**src/rtl/editor_campos_rtc_pkg.sv**
```systemverilog
// rtc_pkg
// Shared definitions for the BCD field editor that sits between the button
// debouncers and the RTC bus writer.
//   - field index constants for the nine time/date/timer fields
//   - default per-field limits and the mask of hour fields
//   - editor state enumeration
//   - BCD step helpers and 24 h -> 12 h display conversion
package rtc_pkg;

   localparam int SEG    = 0;
   localparam int MIN    = 1;
   localparam int HORA   = 2;
   localparam int DIA    = 3;
   localparam int MES    = 4;
   localparam int ANO    = 5;
   localparam int SEG_T  = 6;
   localparam int MIN_T  = 7;
   localparam int HORA_T = 8;

   localparam int          N_CAMPOS_DEF  = 9;
   localparam logic [71:0] LIM_MAX_DEF   = 72'h23_59_59_99_12_31_23_59_59;
   localparam logic [71:0] LIM_MIN_DEF   = 72'h00_00_00_00_01_01_00_00_00;
   localparam logic [8:0]  HORA_MASK_DEF = 9'b100000100;

   typedef enum logic [1:0] {
      IDLE   = 2'd0,
      EDIT   = 2'd1,
      COMMIT = 2'd2
   } estado_t;

   function automatic logic bcd_valido(input logic [7:0] v);
      return (v[7:4] <= 4'd9) && (v[3:0] <= 4'd9);
   endfunction

   // Anything that is not valid BCD or lies outside [mn, mx] snaps to mn,
   // so a corrupt RTC value can always be recovered with one press.
   function automatic logic [7:0] bcd_inc(input logic [7:0] v,
                                          input logic [7:0] mn,
                                          input logic [7:0] mx);
      logic [7:0] r;
      if (!bcd_valido(v) || (v < mn) || (v >= mx)) r = mn;
      else if (v[3:0] == 4'd9)                    r = {v[7:4] + 4'd1, 4'd0};
      else                                         r = {v[7:4], v[3:0] + 4'd1};
      return r;
   endfunction

   // Mirror image of bcd_inc: out-of-range or corrupt values snap to mx.
   function automatic logic [7:0] bcd_dec(input logic [7:0] v,
                                          input logic [7:0] mn,
                                          input logic [7:0] mx);
      logic [7:0] r;
      if (!bcd_valido(v) || (v <= mn) || (v > mx)) r = mx;
      else if (v[3:0] == 4'd0)                    r = {v[7:4] - 4'd1, 4'd9};
      else                                         r = {v[7:4], v[3:0] - 4'd1};
      return r;
   endfunction

   // Returns {pm, hour_bcd}. Values that are not a 00..23 hour pass through
   // unchanged and flagged AM.
   function automatic logic [8:0] bcd_a_12h(input logic [7:0] h);
      logic [8:0] r;
      r = {1'b0, h};
      if (h == 8'h00)                     r = {1'b0, 8'h12};
      else if (h == 8'h12)                r = {1'b1, 8'h12};
      else if (h >= 8'h13 && h <= 8'h19)  r = {1'b1, 4'h0, h[3:0] - 4'd2};
      else if (h == 8'h20 || h == 8'h21)  r = {1'b1, 4'h0, h[3:0] + 4'd8};
      else if (h == 8'h22 || h == 8'h23)  r = {1'b1, 4'h1, h[3:0] - 4'd2};
      return r;
   endfunction

endpackage

```
**src/rtl/editor_campos_rtc_repetidor_boton.sv**
```systemverilog
// repetidor_boton
// Turns a debounced button level into single-cycle step requests: one on the
// rising edge, another after REP_DELAY held cycles, then one every REP_RATE
// cycles while the button stays down.
// Ports:
//   clk, reset  - clock, asynchronous active-high reset
//   boton_i     - debounced button level
//   paso_o      - step request, valid in the cycle it is asserted
module repetidor_boton #(
   parameter int REP_DELAY = 50_000_000,
   parameter int REP_RATE  = 10_000_000
) (
   input  logic clk,
   input  logic reset,
   input  logic boton_i,
   output logic paso_o
);

   localparam int MAXC = (REP_DELAY > REP_RATE) ? REP_DELAY : REP_RATE;
   localparam int CW   = $clog2(MAXC + 1);

   logic          boton_q;
   logic [CW-1:0] cnt_q;
   logic          rep_q;
   logic          sube;
   logic          sostenido;
   logic          llega;

   // cnt_q holds how many cycles have passed since the last step; rep_q
   // tells whether we are still in the initial delay or already repeating.
   always_comb begin
      sube      = boton_i & ~boton_q;
      sostenido = boton_i & boton_q;
      llega     = sostenido && (rep_q ? (cnt_q == CW'(REP_RATE))
                                      : (cnt_q == CW'(REP_DELAY)));
      paso_o    = sube | llega;
   end

   always_ff @(posedge clk or posedge reset) begin
      if (reset) begin
         boton_q <= 1'b0;
         cnt_q   <= '0;
         rep_q   <= 1'b0;
      end else begin
         boton_q <= boton_i;
         if (sube) begin
            cnt_q <= CW'(1);
            rep_q <= 1'b0;
         end else if (llega) begin
            cnt_q <= CW'(1);
            rep_q <= 1'b1;
         end else if (sostenido) begin
            cnt_q <= cnt_q + CW'(1);
         end else begin
            cnt_q <= '0;
            rep_q <= 1'b0;
         end
      end
   end

endmodule

```
**src/rtl/editor_campos_rtc.sv**
```systemverilog
// editor_campos_rtc
// N-field BCD time/date/timer editor. Loads the live RTC values when the
// config switch goes up, lets the user step fields and move a one-hot cursor,
// then hands the edited values to the RTC writer with a req/ack handshake.
// Also drives the VGA field bus with live or edited values, optionally in
// 12 h format.
// Ports:
//   clk, reset            - clock, asynchronous active-high reset
//   en_escr               - config switch level, 1 = edit
//   aumenta, disminuye    - step up / step down buttons (auto-repeat)
//   corre_der, corre_izq  - cursor buttons (edge only)
//   doce_24               - 1 = show hour fields in 12 h format
//   rtc_in                - live RTC fields, 8 bits BCD each
//   wr_ack                - writer accepted campos_out
//   campos_out            - edited fields, 24 h BCD
//   vga_out, pm_out       - display fields and per-field PM flag
//   cursor                - one-hot selected field, zero outside edit
//   wr_req                - commit request
module editor_campos_rtc
   import rtc_pkg::*;
#(
   parameter int                    N_CAMPOS  = N_CAMPOS_DEF,
   parameter logic [8*N_CAMPOS-1:0] LIM_MAX   = LIM_MAX_DEF,
   parameter logic [8*N_CAMPOS-1:0] LIM_MIN   = LIM_MIN_DEF,
   parameter logic [N_CAMPOS-1:0]   HORA_MASK = HORA_MASK_DEF,
   parameter int                    REP_DELAY = 50_000_000,
   parameter int                    REP_RATE  = 10_000_000
) (
   input  logic                    clk,
   input  logic                    reset,
   input  logic                    en_escr,
   input  logic                    aumenta,
   input  logic                    disminuye,
   input  logic                    corre_der,
   input  logic                    corre_izq,
   input  logic                    doce_24,
   input  logic [8*N_CAMPOS-1:0]   rtc_in,
   input  logic                    wr_ack,
   output logic [8*N_CAMPOS-1:0]   campos_out,
   output logic [8*N_CAMPOS-1:0]   vga_out,
   output logic [N_CAMPOS-1:0]     pm_out,
   output logic [N_CAMPOS-1:0]     cursor,
   output logic                    wr_req
);

   estado_t               estado_q;
   logic [8*N_CAMPOS-1:0] campos_q;
   logic [8*N_CAMPOS-1:0] campos_d;
   logic [N_CAMPOS-1:0]   cursor_q;
   logic [N_CAMPOS-1:0]   cursor_d;
   logic                  wr_req_q;
   logic [8*N_CAMPOS-1:0] vga_q;
   logic [8*N_CAMPOS-1:0] vga_d;
   logic [N_CAMPOS-1:0]   pm_q;
   logic [N_CAMPOS-1:0]   pm_d;
   logic                  en_q;
   logic                  der_q;
   logic                  izq_q;

   logic       paso_aum;
   logic       paso_dis;
   logic       en_sube;
   logic       en_baja;
   logic       hacer_inc;
   logic       hacer_dec;
   logic       mover_izq;
   logic       mover_der;
   logic [7:0] fuente;
   logic [8:0] conv;

   repetidor_boton #(
      .REP_DELAY (REP_DELAY),
      .REP_RATE  (REP_RATE)
   ) u_rep_aum (
      .clk     (clk),
      .reset   (reset),
      .boton_i (aumenta),
      .paso_o  (paso_aum)
   );

   repetidor_boton #(
      .REP_DELAY (REP_DELAY),
      .REP_RATE  (REP_RATE)
   ) u_rep_dis (
      .clk     (clk),
      .reset   (reset),
      .boton_i (disminuye),
      .paso_o  (paso_dis)
   );

   // Edge decode. Whenever both step buttons are down nothing is stepped,
   // which covers simultaneous presses as well as suppressing auto-repeat.
   always_comb begin
      en_sube   = en_escr & ~en_q;
      en_baja   = ~en_escr & en_q;
      hacer_inc = paso_aum & ~(aumenta & disminuye);
      hacer_dec = paso_dis & ~(aumenta & disminuye);
      mover_izq = (corre_izq & ~izq_q) & ~(corre_der & ~der_q);
      mover_der = (corre_der & ~der_q) & ~(corre_izq & ~izq_q);
   end

   // Next field values and cursor while editing. The step uses the cursor
   // position from before any move requested in the same cycle.
   always_comb begin
      campos_d = campos_q;
      for (int i = 0; i < N_CAMPOS; i++) begin
         if (cursor_q[i]) begin
            if (hacer_inc)
               campos_d[8*i +: 8] = bcd_inc(campos_q[8*i +: 8],
                                            LIM_MIN[8*i +: 8], LIM_MAX[8*i +: 8]);
            else if (hacer_dec)
               campos_d[8*i +: 8] = bcd_dec(campos_q[8*i +: 8],
                                            LIM_MIN[8*i +: 8], LIM_MAX[8*i +: 8]);
         end
      end
      cursor_d = cursor_q;
      if (mover_izq)
         cursor_d = {cursor_q[N_CAMPOS-2:0], cursor_q[N_CAMPOS-1]};
      else if (mover_der)
         cursor_d = {cursor_q[0], cursor_q[N_CAMPOS-1:1]};
   end

   // Display source: edited values while editing, live RTC otherwise.
   always_comb begin
      vga_d  = '0;
      pm_d   = '0;
      fuente = '0;
      conv   = '0;
      for (int i = 0; i < N_CAMPOS; i++) begin
         fuente = (estado_q == EDIT) ? campos_q[8*i +: 8] : rtc_in[8*i +: 8];
         conv   = bcd_a_12h(fuente);
         if (HORA_MASK[i] && doce_24) begin
            vga_d[8*i +: 8] = conv[7:0];
            pm_d[i]         = conv[8];
         end else begin
            vga_d[8*i +: 8] = fuente;
         end
      end
   end

   // Editor FSM. An en_escr rise seen while committing is lost on purpose:
   // en_q tracks the switch in every state, so a new edit needs a fresh rise.
   always_ff @(posedge clk or posedge reset) begin
      if (reset) begin
         estado_q <= IDLE;
         campos_q <= LIM_MIN;
         cursor_q <= '0;
         wr_req_q <= 1'b0;
         vga_q    <= '0;
         pm_q     <= '0;
         en_q     <= 1'b0;
         der_q    <= 1'b0;
         izq_q    <= 1'b0;
      end else begin
         en_q  <= en_escr;
         der_q <= corre_der;
         izq_q <= corre_izq;
         vga_q <= vga_d;
         pm_q  <= pm_d;
         case (estado_q)
            IDLE: begin
               if (en_sube) begin
                  campos_q <= rtc_in;
                  cursor_q <= N_CAMPOS'(1);
                  estado_q <= EDIT;
               end
            end
            EDIT: begin
               if (en_baja) begin
                  cursor_q <= '0;
                  wr_req_q <= 1'b1;
                  estado_q <= COMMIT;
               end else begin
                  campos_q <= campos_d;
                  cursor_q <= cursor_d;
               end
            end
            COMMIT: begin
               if (wr_ack) begin
                  wr_req_q <= 1'b0;
                  estado_q <= IDLE;
               end
            end
            default: begin
               cursor_q <= '0;
               wr_req_q <= 1'b0;
               estado_q <= IDLE;
            end
         endcase
      end
   end

   assign campos_out = campos_q;
   assign cursor     = cursor_q;
   assign wr_req     = wr_req_q;
   assign vga_out    = vga_q;
   assign pm_out     = pm_q;

endmodule
```
**config.mk**
```make
export PLATFORM = sky130hd
export DESIGN_NAME = editor_campos_rtc
export DESIGN_NICKNAME = d
export VERILOG_FILES = /design/src/rtl/editor_campos_rtc_pkg.sv /design/src/rtl/editor_campos_rtc_repetidor_boton.sv /design/src/rtl/editor_campos_rtc.sv
export SDC_FILE = /design/constraint.sdc
export NUM_CORES = 1
export LEC_CHECK = 0
export CAP_MARGIN = 10
export CELL_PAD_IN_SITES_DETAIL_PLACEMENT = 1
export CELL_PAD_IN_SITES_GLOBAL_PLACEMENT = 1
export CORE_MARGIN = 5
export CORE_UTILIZATION = 49
export CTS_CLUSTER_DIAMETER = 200
export CTS_CLUSTER_SIZE = 20
export DETAILED_ROUTE_END_ITERATION = 16
export DONT_BUFFER_PORTS = 1
export GPL_ROUTABILITY_DRIVEN = 0
export PLACE_DENSITY = 0.83
export SYNTH_ARGS = -nofsm -noshare
export SYNTH_HDL_FRONTEND = slang
export SYNTH_SLANG_ARGS = --single-unit
```
**constraint.sdc**
```tcl
create_clock -name clk -period 16.93 [get_ports clk]
set_clock_uncertainty 0.1 [all_clocks]
set_input_delay 5.079 -clock clk [delete_from_list [all_inputs] [get_ports clk]]
set_output_delay 5.079 -clock clk [all_outputs]
set_load 0.05 [all_outputs]
```
; Word level (Yosys, flattened, before mapping)
; Cells that the tools add are included.
[classes]
addsub = 42
magnitude_cmp = 58
eq_ne = 60
n_mux = 115
bitwise = 26
n_reduce_logical = 96
[op_table]
columns = cell, count
row1 = $mux 8, 74
row2 = $mux 26, 6
row3 = $mux 72, 2
row4 = $pmux 72 s2, 1
row5 = $mux 9, 14
row6 = $ne 4x4->1 const B, 19
row7 = $add 4x1->4 const B, 18
row8 = $le 4x4->1 const B, 18
row9 = $le 8x1->1 const B, 9
row10 = $lt 8x1->1 const B, 9
row11 = $sub 4x1->4 const B, 18
row12 = $eq 8x6->1 const B, 8
row13 = $reduce_and 7->1, 9
row14 = $add 26x1->26 const B, 2
row15 = $eq 26x24->1 const B, 2
row16 = $eq 26x26->1 const B, 2
row17 = $reduce_and 5->1, 9
row18 = $logic_or 1x1->1, 40
row19 = $eq 4x4->1 const B, 9
row20 = $logic_not 4->1, 9
row21 = $ge 8x7->1 const B, 4
row22 = $gt 8x7->1 const B, 4
row23 = $pmux 9 s3, 1
row24 = $ne 2x2->1 const B, 13
row25 = other kinds (27), 97
[totals]
register_bits = 217
in_bits = 81
out_inout_bits = 163
elab_cells = 429

; Longest topological paths before layout
[logic_depth]
word_depth = 11
mapped_depth = 11
ltp_nobuf = 9

; Modules after synthesis
; From an unflattened synthesis, not the netlist that was laid out.
[unflattened]
hier_cells = 1664
area_unflattened_um2 = 14249.9
[modules_own_cells]
columns = module, instances, cells_per_inst, area_each_um2, seq_area_each_um2
row1 = editor_campos_rtc, 1, 1336, 11039.3, 4031.4
row2 = repetidor_boton (u_rep_aum), 1, 163, 1606.5, 700.7
row3 = repetidor_boton (u_rep_dis), 1, 165, 1604.0, 700.7

; Worst setup path before layout
; OpenSTA, ideal clock, no wires.
[synth_timing]
kind = input-to-reg
start = input disminuye
end = register campos_q[45] (netlist: campos_out[45])
setup_ps = 128
t_arrival_ps = 6850
required_ps = 16702
setup_slack_ps = 9852
cell_stages = 7
path_buffers = 0
path_cell_list = and2b_1 > nor2b_1 > nor2_1 > nand2_4 > o221ai_2 > a311o_2 > mux2_1
[synth_via]
elab_chain_len = 7
word_cells_on_any_way = 16
cone_classes = eq/ne: 3 / mux: 4 / bitwise: 7 / reduce/logical: 2
[synth_rtl]
columns = item, line
row1 = start: declaration, editor_campos_rtc.sv:33  ; input logic disminuye,
row2 = $and 1x1->1, "editor_campos_rtc.sv:96, editor_campos_rtc.sv:97"
row3 = $not 1->1, "editor_campos_rtc.sv:96, editor_campos_rtc.sv:97"
row4 = $and 1x1->1, editor_campos_rtc.sv:96  ; hacer_inc = paso_aum & ~(aumenta & disminuye);
row5 = $mux 8, editor_campos_rtc.sv:108  ; if (hacer_inc)
row6 = $mux 8, editor_campos_rtc.sv:107  ; if (cursor_q[i]) begin
row7 = $mux 72, editor_campos_rtc.sv:169  ; if (en_baja) begin
row8 = $pmux 72 s2, editor_campos_rtc.sv:160  ; case (estado_q)
row9 = end signal: assignment, editor_campos_rtc.sv:163  ; campos_q <= rtc_in;
row10 = end signal: assignment, editor_campos_rtc.sv:174  ; campos_q <= campos_d;
row11 = end: declaration, editor_campos_rtc.sv:47  ; logic [8*N_CAMPOS-1:0] campos_q;
; Several ways; a longest one is shown, not always the timed one. The select of a mux whose other input is x is not followed.
; A chain may end at the register's enable or synchronous reset.

; Worst setup path in the final report
[layout_timing]
start = input disminuye
end = register campos_q[36] (netlist: campos_out[36])
; The elaborated chain is that of the path after synthesis.

==> impl_metrics.py <==
metrics = {
    "worst_hold_path": {
        "min_from": "campos_out[35]",
        "hp-class": "flip-flop to flip-flop",
        "hold_end": "campos_out[35]",
        "whs_path_depth": 1,
    },
    "die": {
        "dieArea_sq_um": 31200,
        "start_util_pct": 49.3,
        "core_sq_um": 27600,
        "die_w_um": 177,
        "num_rows": 61,
        "die_h_um": 177,
        "pin_count": 244,
    },
    "setup_path": {
        "r2r-start": "u_rep_aum.cnt_q[0]",
        "cp-start-kind": "input port",
        "crit_required_ps": 17230,
        "critical_path.max_fanout": 28,
        "end_kind": "flip-flop",
        "r2r-end": "campos_out[36]",
        "reg2reg_depth": 9,
        "crit_arrival_ps": 7960,
        "critical_path_class": "input port to flip-flop",
        "reg2reg_slack_ps": 12680,
    },
    "pwr": {
        "totalPowerFinal_w": 0.00272,
        "p_per_area_nw_per_um2": 191,
        "vdd_ir_drop_max_uv": 101,
        "power.share.combinational_pct": 35.9,
        "seqPwrFrac_pct": 50.8,
        "internal-power_w": 0.00116,
        "p_sw_share_pct": 57.3,
        "p_switching_w": 0.00156,
        "leakagePower_nw": 5.89,
        "pwr-share-clk_pct": 13.3,
    },
    "grt": {
        "grt_pass1_wl_mm": 71.4,
        "grt_overflow_total": 0,
        "first_global_vias": 12800,
        "grt_start_max_net_pins": 104,
        "grt.total_usage_pct": 28.0,
        "grt_antenna_before_repair": 1,
    },
    "cts": {
        "numCtsBuffers": 14,
        "clock_sinks": 217,
        "cts_buffer_depth": 3,
        "hold_buffers": 0,
        "clkTransAtPathRegs_ps": 100,
        "insertion_delay_ps": 510,
        "cts_setup_buffers": 0,
        "cts-resized-gates": 0,
        "clock-root-buffer": "clkbuf_16",
        "cts_tree": "done",
        "h-tree-depth": 1,
    },
    "cells_and_area": {
        "stdcell_count": 1925,
        "final_cell_mix": "dfrtp_1 (215), nand2_1 (207), nor2_1 (149)",
        "area_growth_pct": 4.57,
        "final_common_cell": "dfrtp_1",
        "drive_above_1_share_pct": 5.30,
        "nets": 1657,
        "diodes": 0,
    },
    "synthesis": {
        "seq_area_frac_synth_pct": 39.9,
        "synth_warnings": 0,
        "synthAdderAreaFrac_pct": 3.40,
        "yosys.cell_types.count": 96,
        "syn_inst": 1602,
        "syn_area_sq_um": 13600,
        "synth_top_family_by_area": "simple AND/OR/NAND/NOR gates",
        "synthArstFlopShare_pct": 100,
        "avgSynthCellArea_sq_um": 8.51,
        "yosys.area_share.simple_pct": 22.4,
        "synth_edf_count": 0,
        "synth-seq-cells": 217,
        "synthMuxAreaShare_pct": 4.16,
        "synth_compound_area_share_pct": 20.9,
        "synth_ff_type": "dfrtp_1",
        "synth_xor_area_share_pct": 4.18,
    },
    "sta": {
        "post-route-period-util_pct": 45.2,
        "drv_slew": 0,
        "hold_viol": 0,
        "grt_setup_unrepaired": "no",
        "max_freq_ghz": 0.131,
        "relSlewSlack_pct": 23.9,
        "finalCriticalPeriod_ps": 7660,
        "setup_violations": 0,
        "fin_tns_setup_ps": 0,
        "fin_hold_ws_ps": 421,
        "tightest_slew_ps": 1140,
    },
    "place": {
        "portBuffers": 0,
        "placed_cells": 1900,
        "dp_hpwl_mm": 32.1,
    },
    "routing": {
        "routed_wl_mm": 45.2,
        "ant_nets": 0,
        "drt-pass1-iter-count": 5,
        "wl_per_cell_um": 23.5,
        "first_iter_violations": 1016,
        "vias": 12300,
        "post-route-drc-count": 0,
        "vias_per_cell": 6.41,
    },
    "flow_run": {
        "drv_cap": 0,
    },
    "status": {
        "outcome": "completed",
    },
}
## power groups by stage
| stage | clock (W) | sequential, W | combinational (W) |
|---|---|---|---|
| floorplan | 0 | 0.00125 | 0.000780 |
| global placement | 0 | 0.00138 | 0.000919 |
| detailed placement | 0 | 0.00139 | 0.000958 |
| CTS | 0.000365 | 0.00138 | 0.000966 |
| global route | 0.000384 | 0.00141 | 0.00108 |
| finish | 0.000360 | 0.00138 | 0.000977 |
## cell families after synthesis
kind of cell,Yosys count
other cells,1
xor+xnor,65
fa+ha+maj,37
buf+inv,171
simple gates,628
mux,54
compound gates,429
flops,217
## worst max-delay path by stage
stage          startpoint              to  slack [ps]  depth (start not counted)
6_report        disminuye  campos_out[36]        9270                          8
5_1_grt         disminuye  campos_out[36]        9150                          8
4_1_cts         disminuye   campos_out[4]        9220                          8
3_5_place_dp    disminuye   campos_out[4]        8710                          8
3_3_place_gp    disminuye  campos_out[36]        9010                          8
2_1_floorplan       reset   campos_out[0]        5820                          1
## sequential cells by signal (all words and copies together) (netlist names)
| signal | cells |
|---|---|
| campos_out | 72 |
| vga_out | 72 |
| u_rep_aum.cnt_q | 26 |
| u_rep_dis.cnt_q | 26 |
| cursor | 9 |
| estado_q | 2 |
| pm_out | 2 |
| der_q | 1 |
| en_q | 1 |
| izq_q | 1 |
| u_rep_aum.boton_q | 1 |
| u_rep_aum.rep_q | 1 |
| u_rep_dis.boton_q | 1 |
| u_rep_dis.rep_q | 1 |
| wr_req | 1 |
## worst max-delay path, stage by stage
cell and delay, ps:
and2b_1 250, nor2b_1 170, buf_4 210, nor2_1 370, nand2_4 340, o221ai_1 910, or2_1 270, mux2_1 330
## metal layers
metal	global-route usage (%)	wire (um)	up-vias	part of all wire, %
met3	7.20	3450	77	7.6
met1	36.5	18800	6244	42
met5	0	13	-	0.029
li1	-	-	5633	-
met4	7.83	1090	2	2.4
met2	46.2	21800	391	48
## cells in the mapped netlist, types with 12 or more instances
| library cell | instances | area, sq um |
|---|---|---|
| nand3_1 | 64 | 320 |
| a31oi_1 | 20 | 125 |
| nand2b_1 | 16 | 100 |
| nand4_1 | 23 | 144 |
| nand2_1 | 207 | 777 |
| a21oi_1 | 69 | 345 |
| o21ai_0 | 132 | 661 |
| nor2b_1 | 13 | 81.3 |
| nor2_1 | 150 | 563 |
| ha_1 | 37 | 463 |
| o31ai_1 | 24 | 180 |
| a211oi_1 | 17 | 128 |
| mux2_2 | 16 | 180 |
| nor3_1 | 34 | 170 |
| a221oi_1 | 16 | 140 |
| xor2_1 | 37 | 324 |
| nor4_1 | 22 | 138 |
| inv_1 | 68 | 255 |
| and3_1 | 21 | 131 |
| dfrtp_1 | 215 | 5380 |
| mux2i_1 | 33 | 330 |
| xnor2_1 | 28 | 245 |
| clkbuf_1 | 72 | 270 |
| buf_2 | 12 | 60.1 |
| o22ai_1 | 17 | 106 |
## per-stage QoR
step,cell area [sq um],setup WS [ps],util [%]
2_1_floorplan,13600,5820,-
3_3_place_gp,13800,9010,50.1
3_5_place_dp,13800,8710,50.1
4_1_cts,14200,9220,51.5
5_1_grt,14200,9150,51.6
6_report,14200,9270,51.6
## cell type report
type / count / area (sq um)
clock buffers: 23 / 405
clock inverters: 1 / 5.00
fillers: 3316 / 13400
inverters: 70 / 270
multi-input cells: 1220 / 7540
flip-flops and latches: 217 / 5430
well taps: 378 / 473
repair buffers: 16 / 120
Power figures use the tool's default switching activity.
